==> src/rtl/stack_pkg.sv <==
// Shared encodings for the stack engine: op codes, FSM states and op-class helpers.
package stack_pkg;

    localparam logic [2:0] OP_NOP  = 3'b000;
    localparam logic [2:0] OP_PUSH = 3'b001;
    localparam logic [2:0] OP_POP  = 3'b010;
    localparam logic [2:0] OP_CALL = 3'b011;
    localparam logic [2:0] OP_RET  = 3'b100;
    localparam logic [2:0] OP_LDSP = 3'b101;
    localparam logic [2:0] OP_PEEK = 3'b110;
    localparam logic [2:0] OP_CLRF = 3'b111;

    typedef enum logic [1:0] {
        S_IDLE = 2'd0,
        S_WR   = 2'd1,
        S_RD   = 2'd2,
        S_RDW  = 2'd3
    } state_t;

    function automatic logic is_push_op(input logic [2:0] op);
        return (op == OP_PUSH) || (op == OP_CALL);
    endfunction

    function automatic logic is_read_op(input logic [2:0] op);
        return (op == OP_POP) || (op == OP_RET) || (op == OP_PEEK);
    endfunction

endpackage

==> src/rtl/stack_engine.sv <==
// Stack unit: owns the downward-growing stack pointer and drives a synchronous
// single-port RAM for PUSH/POP/CALL/RET/PEEK, with overflow/underflow faulting.
module stack_engine
    import stack_pkg::*;
#(
    parameter int DATA_W      = 32,
    parameter int ADDR_W      = 10,
    parameter int STACK_BASE  = 1023,
    parameter int STACK_DEPTH = 64
) (
    input  logic                               clk,
    input  logic                               rst,
    input  logic [2:0]                         op,
    input  logic                               op_valid,
    output logic                               op_ready,
    input  logic [DATA_W-1:0]                  wr_data,
    input  logic [DATA_W-1:0]                  pc_in,
    input  logic [ADDR_W-1:0]                  sp_in,
    output logic                               mem_en,
    output logic                               mem_we,
    output logic [ADDR_W-1:0]                  mem_addr,
    output logic [DATA_W-1:0]                  mem_wdata,
    input  logic [DATA_W-1:0]                  mem_rdata,
    output logic                               done,
    output logic                               err,
    output logic [DATA_W-1:0]                  rd_data,
    output logic                               ret_valid,
    output logic [ADDR_W-1:0]                  sp,
    output logic [$clog2(STACK_DEPTH+1)-1:0]   count,
    output logic                               fault
);

    localparam int CW = $clog2(STACK_DEPTH + 1);
    localparam logic [ADDR_W-1:0] BASE_A  = ADDR_W'(STACK_BASE);
    localparam logic [CW-1:0]     DEPTH_C = CW'(STACK_DEPTH);
    localparam logic [ADDR_W:0]   DEPTH_W = (ADDR_W + 1)'(STACK_DEPTH);

    state_t              state, state_nx;
    logic [2:0]          op_q;
    logic [DATA_W-1:0]   wdata_q;
    logic [ADDR_W-1:0]   ldsp_q;
    logic                fail_q;
    logic                mem_wr_q;
    logic [DATA_W-1:0]   rd_q;

    logic                accept;
    logic                full;
    logic                empty;
    logic                ldsp_ok;
    logic                fail_nx;
    logic [ADDR_W-1:0]   ldsp_gap;

    // Handshake: a request transfers on a rising clk edge where op_valid && op_ready;
    // op_ready is high only in IDLE, and a request offered while busy is dropped, not queued.
    assign accept = op_valid && op_ready;

    always_comb begin
        full     = (count == DEPTH_C);
        empty    = (count == '0);
        ldsp_gap = BASE_A - sp_in;
        ldsp_ok  = (sp_in <= BASE_A) && ({1'b0, ldsp_gap} <= DEPTH_W);
        fail_nx  = (is_push_op(op) && full) ||
                   (is_read_op(op) && empty) ||
                   ((op == OP_LDSP) && !ldsp_ok);
    end

    // Every op that does not read RAM completes through S_WR; mem_wr_q gates the actual write.
    always_comb begin
        state_nx = state;
        case (state)
            S_IDLE:  if (accept) state_nx = (is_read_op(op) && !empty) ? S_RD : S_WR;
            S_WR:    state_nx = S_IDLE;
            S_RD:    state_nx = S_RDW;
            S_RDW:   state_nx = S_IDLE;
            default: state_nx = S_IDLE;
        endcase
    end

    always_ff @(posedge clk or posedge rst) begin
        if (rst) begin
            state    <= S_IDLE;
            sp       <= BASE_A;
            count    <= '0;
            fault    <= 1'b0;
            op_q     <= OP_NOP;
            wdata_q  <= '0;
            ldsp_q   <= '0;
            fail_q   <= 1'b0;
            mem_wr_q <= 1'b0;
            rd_q     <= '0;
        end else begin
            state <= state_nx;
            if (accept) begin
                op_q     <= op;
                wdata_q  <= (op == OP_CALL) ? pc_in : wr_data;
                ldsp_q   <= sp_in;
                fail_q   <= fail_nx;
                mem_wr_q <= is_push_op(op) && !full;
            end
            case (state)
                S_WR: begin
                    if (fail_q) begin
                        fault <= 1'b1;
                    end else begin
                        case (op_q)
                            OP_PUSH, OP_CALL: begin
                                sp    <= sp - ADDR_W'(1);
                                count <= count + CW'(1);
                            end
                            OP_LDSP: begin
                                sp    <= ldsp_q;
                                count <= CW'(BASE_A - ldsp_q);
                            end
                            OP_CLRF: fault <= 1'b0;
                            default: ;
                        endcase
                    end
                end
                S_RDW: begin
                    rd_q <= mem_rdata;
                    if (op_q != OP_PEEK) begin
                        sp    <= sp + ADDR_W'(1);
                        count <= count - CW'(1);
                    end
                end
                default: ;
            endcase
        end
    end

    // rd_data shows the RAM word during the done cycle and holds it afterwards.
    always_comb begin
        op_ready  = (state == S_IDLE);
        mem_en    = 1'b0;
        mem_we    = 1'b0;
        mem_addr  = '0;
        mem_wdata = '0;
        done      = 1'b0;
        err       = 1'b0;
        ret_valid = 1'b0;
        rd_data   = rd_q;
        case (state)
            S_WR: begin
                done   = 1'b1;
                err    = fail_q;
                mem_en = mem_wr_q;
                mem_we = mem_wr_q;
                if (mem_wr_q) begin
                    mem_addr  = sp;
                    mem_wdata = wdata_q;
                end
            end
            S_RD: begin
                mem_en   = 1'b1;
                mem_addr = sp + ADDR_W'(1);
            end
            S_RDW: begin
                done      = 1'b1;
                rd_data   = mem_rdata;
                ret_valid = (op_q == OP_RET);
            end
            default: ;
        endcase
    end

endmodule

==> config.mk <==
export PLATFORM = sky130hd
export DESIGN_NAME = stack_engine
export DESIGN_NICKNAME = d
export VERILOG_FILES = /design/src/rtl/stack_pkg.sv /design/src/rtl/stack_engine.sv
export SDC_FILE = /design/constraint.sdc
export NUM_CORES = 1
export LEC_CHECK = 0
export ABC_AREA = 0
export BUFFER_PORTS_ARGS = -buffer_cell sky130_fd_sc_hd__buf_2
export CAP_MARGIN = 10
export CORE_MARGIN = 3
export CORE_UTILIZATION = 37
export CTS_CLUSTER_DIAMETER = 100
export DETAILED_ROUTE_END_ITERATION = 16
export PLACE_DENSITY = 0.68
export RECOVER_POWER = 100
export SLEW_MARGIN = 20
export SYNTH_ARGS = -nofsm -noshare
export SYNTH_HDL_FRONTEND = slang
export SYNTH_SLANG_ARGS = --single-unit
==> constraint.sdc <==
create_clock -name clk -period 2.7 [get_ports clk]
set_clock_uncertainty 0.15 [all_clocks]
set_input_delay 0.135 -clock clk [delete_from_list [all_inputs] [get_ports clk]]
set_output_delay 0.135 -clock clk [all_outputs]
set_load 0.02 [all_outputs]
==> flow_summary_export.csv, run 1 <==
group,metric,value,unit
status,outcome,"complete, no violations",
global_route,grt_pass1_vias,5401,
worst_setup_path,path_max_fanout,13,
layout,drive_gt1_share,23.2,%
power_and_ir_drop,ir_worst_vdd,0.624,mV
timing,hold_ws,0.324,ns
synth,yosysUniqueCellTypes,58,
place,place_congestion,0.822,
power_and_ir_drop,power_density,1010,nW/µm²
timing,hold_viol_final,0,
power_and_ir_drop,power,0.00804,W
timing,rsz0062_at_grt,"no",
floorplan,io_pins,210,
worst_setup_path,worst_setup_path_start_kind,"register",
global_route,grt_max_degree,100,
synth,synth_area,5470,µm²
floorplan,start_util,38.6,%
place,io_buffers,209,
timing,finalCritPeriodShare,92.8,%
global_route,globalRouteMet3Util,4.14,%
layout,areaGrowthSynthToFinish,45.5,%
worst_setup_path,critPathSlowestCell,"dfstp_1",
synth,synth_edf_count,0,
clock_tree,cts.repair.resized,0,
synth,synth_common_cells,"89 x dfrtp_1, 60 x nand2_1, 48 x o21ai_0",
clock_tree,cts_num_sinks,99,
place,dp_cells,909,
synth,synth_ff_type,"dfrtp_1",
floorplan,dieHeight,128,µm
synth,ys_seq_area_share,45.6,%
global_route,gr-usage-met1,25.8,%
worst_setup_path,path_cells,"and2_1 -> nand4_1 -> xnor2_1 -> a22oi_1 -> nor2b_1 -> buf_2",
global_route,antenna_found_initial,0,
worst_setup_path,worst_path_largest_cell_delay,0.82,ns
global_route,use_met2,34.4,%
floorplan,rows,43,
synth,async_flop_share,100,%
clock_tree,cts.path.max_buffers,2,
worst_setup_path,required,2.41,ns
global_route,grt_util_all_layers,20.4,%
timing,report.final.slew_viol_count,0,
clock_tree,cts_root_buf,"clkbuf_16",
routing,drtIter0Drc,331,
routing,drt-total-wl,16500,µm
floorplan,die_width,128,µm
routing,wire_per_inst,15.9,µm
place,hpwl,10600,µm
clock_tree,cts_tree,"built",
routing,vias_per_cell,5.13,
routing,drt-pass1-iter-count,5,
layout,multi_input_area,2730,µm²
clock_tree,htreeDepth,3,
floorplan,die_area,16300,µm²
hold_path,hold_path_class,"register to register",
timing,setup_tns,0,ns
job,cap_violations,0,
clock_tree,clk_latency,0.35,ns
synth,avgSynthCellArea,9.90,µm²
layout,fin_nets,972,
synth,synth.most_common_cell,"dfrtp_1",
synth,ys_ff_latch,99,
worst_setup_path,worstSetupPathType,"register to output port",
worst_setup_path,cp_data_arrival_time,2.22,ns
synth,yosysWarnings,0,
clock_tree,numCtsBuffers,9,
routing,drtAntennaViolNets,0,
floorplan,core,14100,µm²
timing,worstMarginPinSlew,1.39,ns
timing,fmax,399,MHz
synth,synth_top_area_share,40.8,%
layout,seq_area,2490,µm²
clock_tree,cts.clk_slew.worst_paths,0.08,ns
global_route,grt_first_pass_wirelength,27100,µm
global_route,grt_busiest_layer,"met2",
timing,finalCriticalPeriod,2.50,ns
worst_setup_path,path_buf_inv,1,
synth,syn-num-nets,673,
layout,fin_cells,1037,
synth,syn_inst,552,
power_and_ir_drop,leakage,3.74,nW
routing,via_count,5324,
timing,report.final.setup_viol,0,
timing,relSlewSlack,7.06,%
worst_setup_path,cp_top_family,"flip-flops",
layout,nFillCells,1253,
worst_setup_path,endpoint_kind,"output port",
synth,synthTopCellsByArea,"dfrtp_1 41%, mux2_2 9.7%, mux2i_1 6.0%",
global_route,grt-ovfl-total,0,
synth,synth_top_cell_by_area,"dfrtp_1",
routing,drt_drc_violations_left,0,
metrics by stage:
stage | setup slack (ns) | instance area (µm²) | util [%]
final | 0.195 | 7950 | 56.2
after global routing | 0.0198 | 7950 | 56.2
after CTS | 0.203 | 8090 | 57.1
after detailed placement | 0.542 | 6660 | 47.0
after global placement | 0.593 | 6660 | 47.0
after floorplan | 0.587 | 5470 | -
worst paths after layout:
path / startpoint / end / slack (ns) / cells after the start
setup reg to reg: count[0]$_DFFE_PP0P_ / state[1]$_DFFE_PP0P_ / 0.41 / 7
hold reg to reg: wdata_q[23]$_DFFE_PP0P_ / wdata_q[23]$_DFFE_PP0P_ / 0.32 / 2
max in group asynchronous: rst / wdata_q[8]$_DFFE_PP0P_ / 0.83 / 4
setup / recovery: sp[3]$_DFFE_PP1P_ / mem_addr[6] / 0.20 / 6
min in group asynchronous: rst / rd_q[9]$_DFF_PP0_ / 0.64 / 4
hold / removal: wdata_q[23]$_DFFE_PP0P_ / wdata_q[23]$_DFFE_PP0P_ / 0.32 / 2
logic make-up (layout without fill, tap and decap cells):
family	Yosys count	in the layout	synth area share (%)
other cells	0	1	0
compound gates	119	119	13.2
mux	80	80	15.7
flops	99	99	45.6
xor+xnor	13	13	2.08
simple gates	177	177	17.0
buf+inv	55	359	4.42
fa+ha+maj	9	9	2.06
sequential cells by signal, indices dropped and copies added (netlist names), 2 cells and up:
name	count
count	7
state	2
sp	10
ldsp_q	10
rd_q	32
op_q	3
wdata_q	32
cell type report:
class	instances	share of cell area (%)
clock inverters	7	1.18
repair buffers	330	26.9
flip-flops and latches	99	31.3
multi-input cells	398	34.3
well taps	180	2.83
inverters	13	0.661
clock buffers	9	2.83
diodes	1	0.0315
metal layers:
metal	wire (µm)	part of all wire, %	up-vias
met4	455	2.8	0
met5	0	0	-
met1	6840	42	2526
li1	-	-	2565
met2	8270	50	198
met3	881	5.4	35
report_power, final:
group	internal (W)	switching, W	leakage (nW)
combinational	0.00150	0.00234	2.42
clock	0.000746	0.000639	0.153
sequential	0.00224	0.000573	1.16
placed cells by master, fill, tap and decap left out, drive strengths merged, types with 3 or more instances in the layout:
master,n
dlygate4sd3,111
a21oi,27
a21boi,3
mux2,47
a21o,3
inv,14
o31ai,3
dfrtp,89
nand2,60
ha,9
o211ai,3
buf,130
and2,6
nand2b,4
mux2i,33
nor3,10
nor2,20
nand3,12
clkinv,3
nor4,3
a22oi,10
xor2,5
xnor2,8
dfstp,10
nand4,5
clkbuf,98
nor2b,11
and3,35
o21ai,51
tightest hold or removal path, delay by kind of cell (launching register included):
family / cells / cell delay, ns
compound gates: 1 / 0.06
simple gates: 1 / 0.05
flops: 1 / 0.34
timing repair:
| item | 4_1_cts | 5_1_grt |
|---|---|---|
| setup buffers | 0 | 0 |
| hold buffers | 111 | 0 |
| endpoints found under the hold margin | 168 | 0 |
(Power assumes the default switching activity.)
==> run 2: changes to the inputs <==
--- a/config.mk
+++ b/config.mk
@@ -9,10 +9,10 @@
 export BUFFER_PORTS_ARGS = -buffer_cell sky130_fd_sc_hd__buf_2
 export CAP_MARGIN = 10
 export CORE_MARGIN = 3
-export CORE_UTILIZATION = 37
+export CORE_UTILIZATION = 45
 export CTS_CLUSTER_DIAMETER = 100
 export DETAILED_ROUTE_END_ITERATION = 16
-export PLACE_DENSITY = 0.68
+export PLACE_DENSITY = 0.79
 export RECOVER_POWER = 100
 export SLEW_MARGIN = 20
 export SYNTH_ARGS = -nofsm -noshare
==> flow_summary_export.csv, run 2 (synthesis results as in run 1) <==
group,metric,value,unit
routing,drtAntennaViolNets,0,
global_route,grt_pass1_vias,5589,
layout,drive_gt1_share,24.2,%
worst_setup_path,path_max_fanout,32,
clock_tree,htreeDepth,3,
power_and_ir_drop,leakage,3.73,nW
timing,setup_slack,0.139,ns
power_and_ir_drop,power_density,1020,nW/µm²
power_and_ir_drop,internal_power,0.00451,W
clock_tree,cts.repair.resized,0,
clock_tree,cts_num_sinks,99,
power_and_ir_drop,switching_share,43.8,%
layout,final_cell_mix,"123 x buf_2, 108 x dlygate4sd3_1, 89 x dfrtp_1",
global_route,antenna_found_initial,0,
timing,hold_viol_final,0,
worst_setup_path,worst_setup_path_start_kind,"input port",
power_and_ir_drop,pwr-share-clk,16.0,%
place,place_congestion,0.892,
global_route,grt-ovfl-total,0,
layout,top_regs,"rd_q: 32 flops, wdata_q: 32 flops",
global_route,grt_util_all_layers,25.8,%
place,io_buffers,209,
power_and_ir_drop,power_switching,0.00351,W
layout,fin_nets,967,
place,hpwl,10500,µm
clock_tree,numCtsBuffers,9,
worst_setup_path,required,2.76,ns
clock_tree,cts.path.max_buffers,2,
floorplan,die_width,116,µm
routing,via_count,5454,
timing,report.final.slew_viol_count,0,
clock_tree,cts_root_buf,"clkbuf_16",
timing,worstMarginPinSlew,1.34,ns
routing,wire_per_inst,17.2,µm
routing,drt-total-wl,17100,µm
layout,nFillCells,924,
routing,drt_drc_violations_left,0,
place,dp_slack,0.477,ns
worst_setup_path,endpoint_kind,"register",
hold_path,hold_path_class,"input port to register",
power_and_ir_drop,pwr-share-comb,48.7,%
routing,drtIter0Drc,357,
floorplan,rows,39,
power_and_ir_drop,power,0.00802,W
floorplan,die_area,13500,µm²
layout,seq_area,2490,µm²
clock_tree,clk_latency,0.34,ns
timing,finalCritPeriodShare,94.9,%
worst_setup_path,cp_data_arrival_time,2.62,ns
layout,areaGrowthSynthToFinish,43.9,%
power_and_ir_drop,ir_worst_vdd,0.599,mV
timing,finalCriticalPeriod,2.56,ns
layout,mostFrequentLayoutCell,"buf_2",
global_route,grt_first_pass_wirelength,27500,µm
job,cap_violations,0,
clock_tree,holdBufCountCts,108,
timing,rsz0062_at_grt,"no",
floorplan,start_util,46.9,%
floorplan,dieHeight,116,µm
worst_setup_path,worstSetupPathType,"input port to register",
power_and_ir_drop,power_frac_seq,35.4,%
timing,report.final.setup_viol,0,
timing,setup_tns,0,ns
layout,fin_util,67.4,%
timing,relSlewSlack,10.9,%
floorplan,io_pins,210,
clock_tree,cts_tree,"built",
floorplan,core,11700,µm²
global_route,grt_max_degree,100,
routing,vias_per_cell,5.48,
clock_tree,post-cts-setup-buffers,0,
status,outcome,"complete, no violations",
routing,drt-pass1-iter-count,5,
layout,multi_input_area,2730,µm²
timing,fmax,390,MHz
clock_tree,cts.clk_slew.worst_paths,0.06,ns
## run 2: final timing paths
check,start,slack [ns],cells past startpoint,end
setup / recovery,op[0],0.14,8,wdata_q[8]$_DFFE_PP0P_
hold / removal,pc_in[15],0.03,3,wdata_q[15]$_DFFE_PP0P_
setup reg to reg,count[0]$_DFFE_PP0P_,0.18,7,fail_q$_DFFE_PP0P_
hold reg to reg,wdata_q[31]$_DFFE_PP0P_,0.33,2,wdata_q[31]$_DFFE_PP0P_
max in group asynchronous,rst,0.87,4,wdata_q[1]$_DFFE_PP0P_
min in group asynchronous,rst,0.73,4,rd_q[10]$_DFF_PP0_
## run 2: final cells by class
cell class | instances | area share, %
diodes | 1 | 0.0318
clock buffers | 11 | 3.09
inverters | 13 | 0.668
clock inverters | 5 | 0.668
repair buffers | 325 | 26.8
multi-input cells | 398 | 34.8
well taps | 143 | 2.28
flip-flops and latches | 99 | 31.7
## run 2: layer usage
layer | track usage (%) | part of all wire, % | vias to the layer above
li1 | - | - | 2553
met1 | 30.5 | 39 | 2575
met2 | 44.5 | 51 | 252
met3 | 4.72 | 5.4 | 74
met4 | 13.8 | 4.5 | 0
met5 | 0 | 0 | -
## run 2: power groups by stage
stage | clock network (W) | registers, W | logic (W)
after floorplan | 0 | 0.00274 | 0.00278
after global placement | 0 | 0.00278 | 0.00372
after detailed placement | 0 | 0.00284 | 0.00384
after CTS | 0.00131 | 0.00282 | 0.00400
after global routing | 0.00139 | 0.00293 | 0.00428
final | 0.00128 | 0.00284 | 0.00390
## run 2: worst max-delay path: stages
cell and delay (ns):
dlygate4sd3_1 0.55, buf_2 0.15, nor2b_1 0.16, nand2_2 0.07, clkbuf_4 0.52, mux2i_1 0.33, dlygate4sd3_1 0.61, o21ai_0 0.08
## run 2: stage by stage
step / cell area [µm²] / instances / hold slack [ns]
2_1_floorplan: 5470 / 552 / 0.136
3_3_place_gp: 6610 / 870 / 0.177
3_5_place_dp: 6610 / 870 / 0.195
4_1_cts: 7980 / 994 / 0.00421
5_1_grt: 7860 / 994 / 0.0470
6_report: 7860 / 995 / 0.0303
==> run 3: changes to the inputs <==
--- a/config.mk
+++ b/config.mk
@@ -12,6 +12,7 @@
 export CORE_UTILIZATION = 45
 export CTS_CLUSTER_DIAMETER = 100
 export DETAILED_ROUTE_END_ITERATION = 16
+export GPL_TIMING_DRIVEN = 0
 export PLACE_DENSITY = 0.79
 export RECOVER_POWER = 100
 export SLEW_MARGIN = 20
==> flow_summary_export.csv, run 3 (synthesis results as in run 1) <==
group,metric,value,unit
worst_setup_path,worst_setup_path_start_kind,"input port",
timing,rsz0062_at_grt,"no",
clock_tree,cts_root_buf,"clkbuf_16",
floorplan,dieHeight,116,µm
power_and_ir_drop,internal_power,0.00465,W
routing,via_count,5746,
clock_tree,cts.clk_slew.worst_paths,0.07,ns
place,io_buffers,209,
worst_setup_path,ff2ff_path_depth,7,
worst_setup_path,path_cells,"dlygate4sd3_1 -> buf_2 -> nor2b_1 -> nand2_1 -> buf_2 -> mux2i_1 -> dlygate4sd3_1 -> o21ai_0",
floorplan,die_area,13500,µm²
timing,finalCriticalPeriod,2.59,ns
timing,fmax,386,MHz
worst_setup_path,worstSetupPathType,"input port to register",
clock_tree,numCtsBuffers,9,
timing,relSlewSlack,21.9,%
routing,vias_per_cell,5.59,
power_and_ir_drop,power_switching,0.00372,W
floorplan,start_util,46.9,%
layout,seq_area,2490,µm²
worst_setup_path,path_max_fanout,10,
status,failed_checks,"negative hold slack",
hold_path,holdPathStages,3,
place,dp_slack,0.317,ns
global_route,grt_first_pass_wirelength,30100,µm
worst_setup_path,endpoint_kind,"register",
worst_setup_path,cp_data_arrival_time,2.64,ns
place,hpwl,12200,µm
layout,multi_input_area,2730,µm²
timing,hold_viol_final,1,
status,outcome,"complete, but fails checks",
global_route,grt_util_all_layers,28.2,%
worst_setup_path,critPathSlowestCell,"dlygate4sd3_1",
layout,fin_cells,1028,
power_and_ir_drop,ir_worst_vdd,0.640,mV
clock_tree,clk_latency,0.34,ns
clock_tree,cts.path.max_buffers,2,
routing,drt-pass1-iter-count,6,
place,dp_cells,907,
job,cap_violations,0,
power_and_ir_drop,leakage,3.89,nW
power_and_ir_drop,pwr-share-comb,51.0,%
power_and_ir_drop,power_frac_seq,33.1,%
place,placed_area,6760,µm²
layout,final_cell_mix,"138 x buf_2, 105 x dlygate4sd3_1, 89 x dfrtp_1",
place,place_congestion,0.872,
floorplan,die_width,116,µm
global_route,grt-ovfl-total,0,
worst_setup_path,required,2.75,ns
worst_setup_path,worst_path_largest_cell_delay,0.62,ns
power_and_ir_drop,switching_share,44.4,%
timing,setup_tns,0,ns
floorplan,io_pins,210,
layout,drive_gt1_share,27.1,%
timing,setup_slack,0.110,ns
timing,report.final.slew_viol_count,0,
routing,drt_drc_violations_left,0,
floorplan,core,11700,µm²
routing,drt-total-wl,19000,µm
global_route,grt_max_degree,33,
routing,wire_per_inst,18.5,µm
clock_tree,cts_tree,"built",
layout,fin_nets,1001,
power_and_ir_drop,pwr-share-clk,15.9,%
power_and_ir_drop,power_density,1040,nW/µm²
layout,mostFrequentLayoutCell,"buf_2",
timing,report.final.setup_viol,0,
global_route,antenna_found_initial,0,
floorplan,rows,39,
clock_tree,htreeDepth,3,
timing,finalCritPeriodShare,95.9,%
clock_tree,post-cts-setup-buffers,0,
layout,final_area,8030,µm²
routing,drtIter0Drc,433,
clock_tree,cts_num_sinks,99,
layout,top_regs,"rd_q: 32 flops, wdata_q: 32 flops",
global_route,grt_pass1_vias,6049,
timing,worstMarginPinSlew,1.17,ns
layout,antenna_cells,0,
layout,nFillCells,869,
layout,areaGrowthSynthToFinish,46.9,%
routing,drtAntennaViolNets,0,
hold_path,hold_path_class,"input port to register",
timing,hold_ws,-0.0120,ns
run 3: final timing paths:
check / startpoint / end / slack [ns]
setup / recovery: op[0] / wdata_q[30]$_DFFE_PP0P_ / 0.11
hold / removal: pc_in[25] / wdata_q[25]$_DFFE_PP0P_ / -0.01
setup reg to reg: count[0]$_DFFE_PP0P_ / fail_q$_DFFE_PP0P_ / 0.17
hold reg to reg: wdata_q[2]$_DFFE_PP0P_ / wdata_q[2]$_DFFE_PP0P_ / 0.33
max in group asynchronous: rst / sp[4]$_DFFE_PP1P_ / 0.37
min in group asynchronous: rst / rd_q[13]$_DFF_PP0_ / 0.34
run 3: stage by stage:
step | power [W] | hold slack (ns) | utilization (%)
floorplan | 0.00552 | 0.136 | -
global placement | 0.00668 | 0.232 | 57.4
detailed placement | 0.00685 | 0.0308 | 58.0
CTS | 0.00834 | 0.00528 | 69.6
global route | 0.00890 | 0.0174 | 68.8
finish | 0.00836 | -0.0120 | 68.8
run 3: cell type report:
class | instances | area share (%)
Timing Repair Buffer | 317 | 25.8
Tap cell | 143 | 2.23
Clock inverter | 3 | 0.577
Clock buffer | 13 | 3.24
Inverter | 13 | 0.624
Buffer | 42 | 2.42
Sequential cell | 99 | 31.0
Multi-Input combinational cell | 398 | 34.0
run 3: repair_timing:
item	CTS	global route
setup endpoints to repair	6	9
endpoints found under the hold margin	93	0
gates resized for setup	1	4
hold buffers	105	0
pin swaps	0	0
run 3: power by group through the flow:
stage / sequential [W] / clock (W) / combinational [W]
3_3_place_gp: 0.00272 / 0 / 0.00397
4_1_cts: 0.00274 / 0.00135 / 0.00426
2_1_floorplan: 0.00274 / 0 / 0.00278
5_1_grt: 0.00285 / 0.00141 / 0.00464
3_5_place_dp: 0.00276 / 0 / 0.00410
6_report: 0.00277 / 0.00133 / 0.00426
run 3: worst max-delay path, delay by kind of cell:
| family | cells | cell delay [ns] |
|---|---|---|
| AO/OA/AOI/OAI | 1 | 0.10 |
| buffers and inverters | 4 | 1.71 |
| multiplexers | 1 | 0.29 |
| AND/OR/NAND/NOR | 2 | 0.40 |
run 3: layer usage:
layer,vias to the layer above,track usage [%],routed length (µm)
met5,-,0,0
li1,2623,-,-
met4,0,13.3,748
met1,2764,34.4,7250
met2,297,48.9,9740
met3,62,4.61,1240
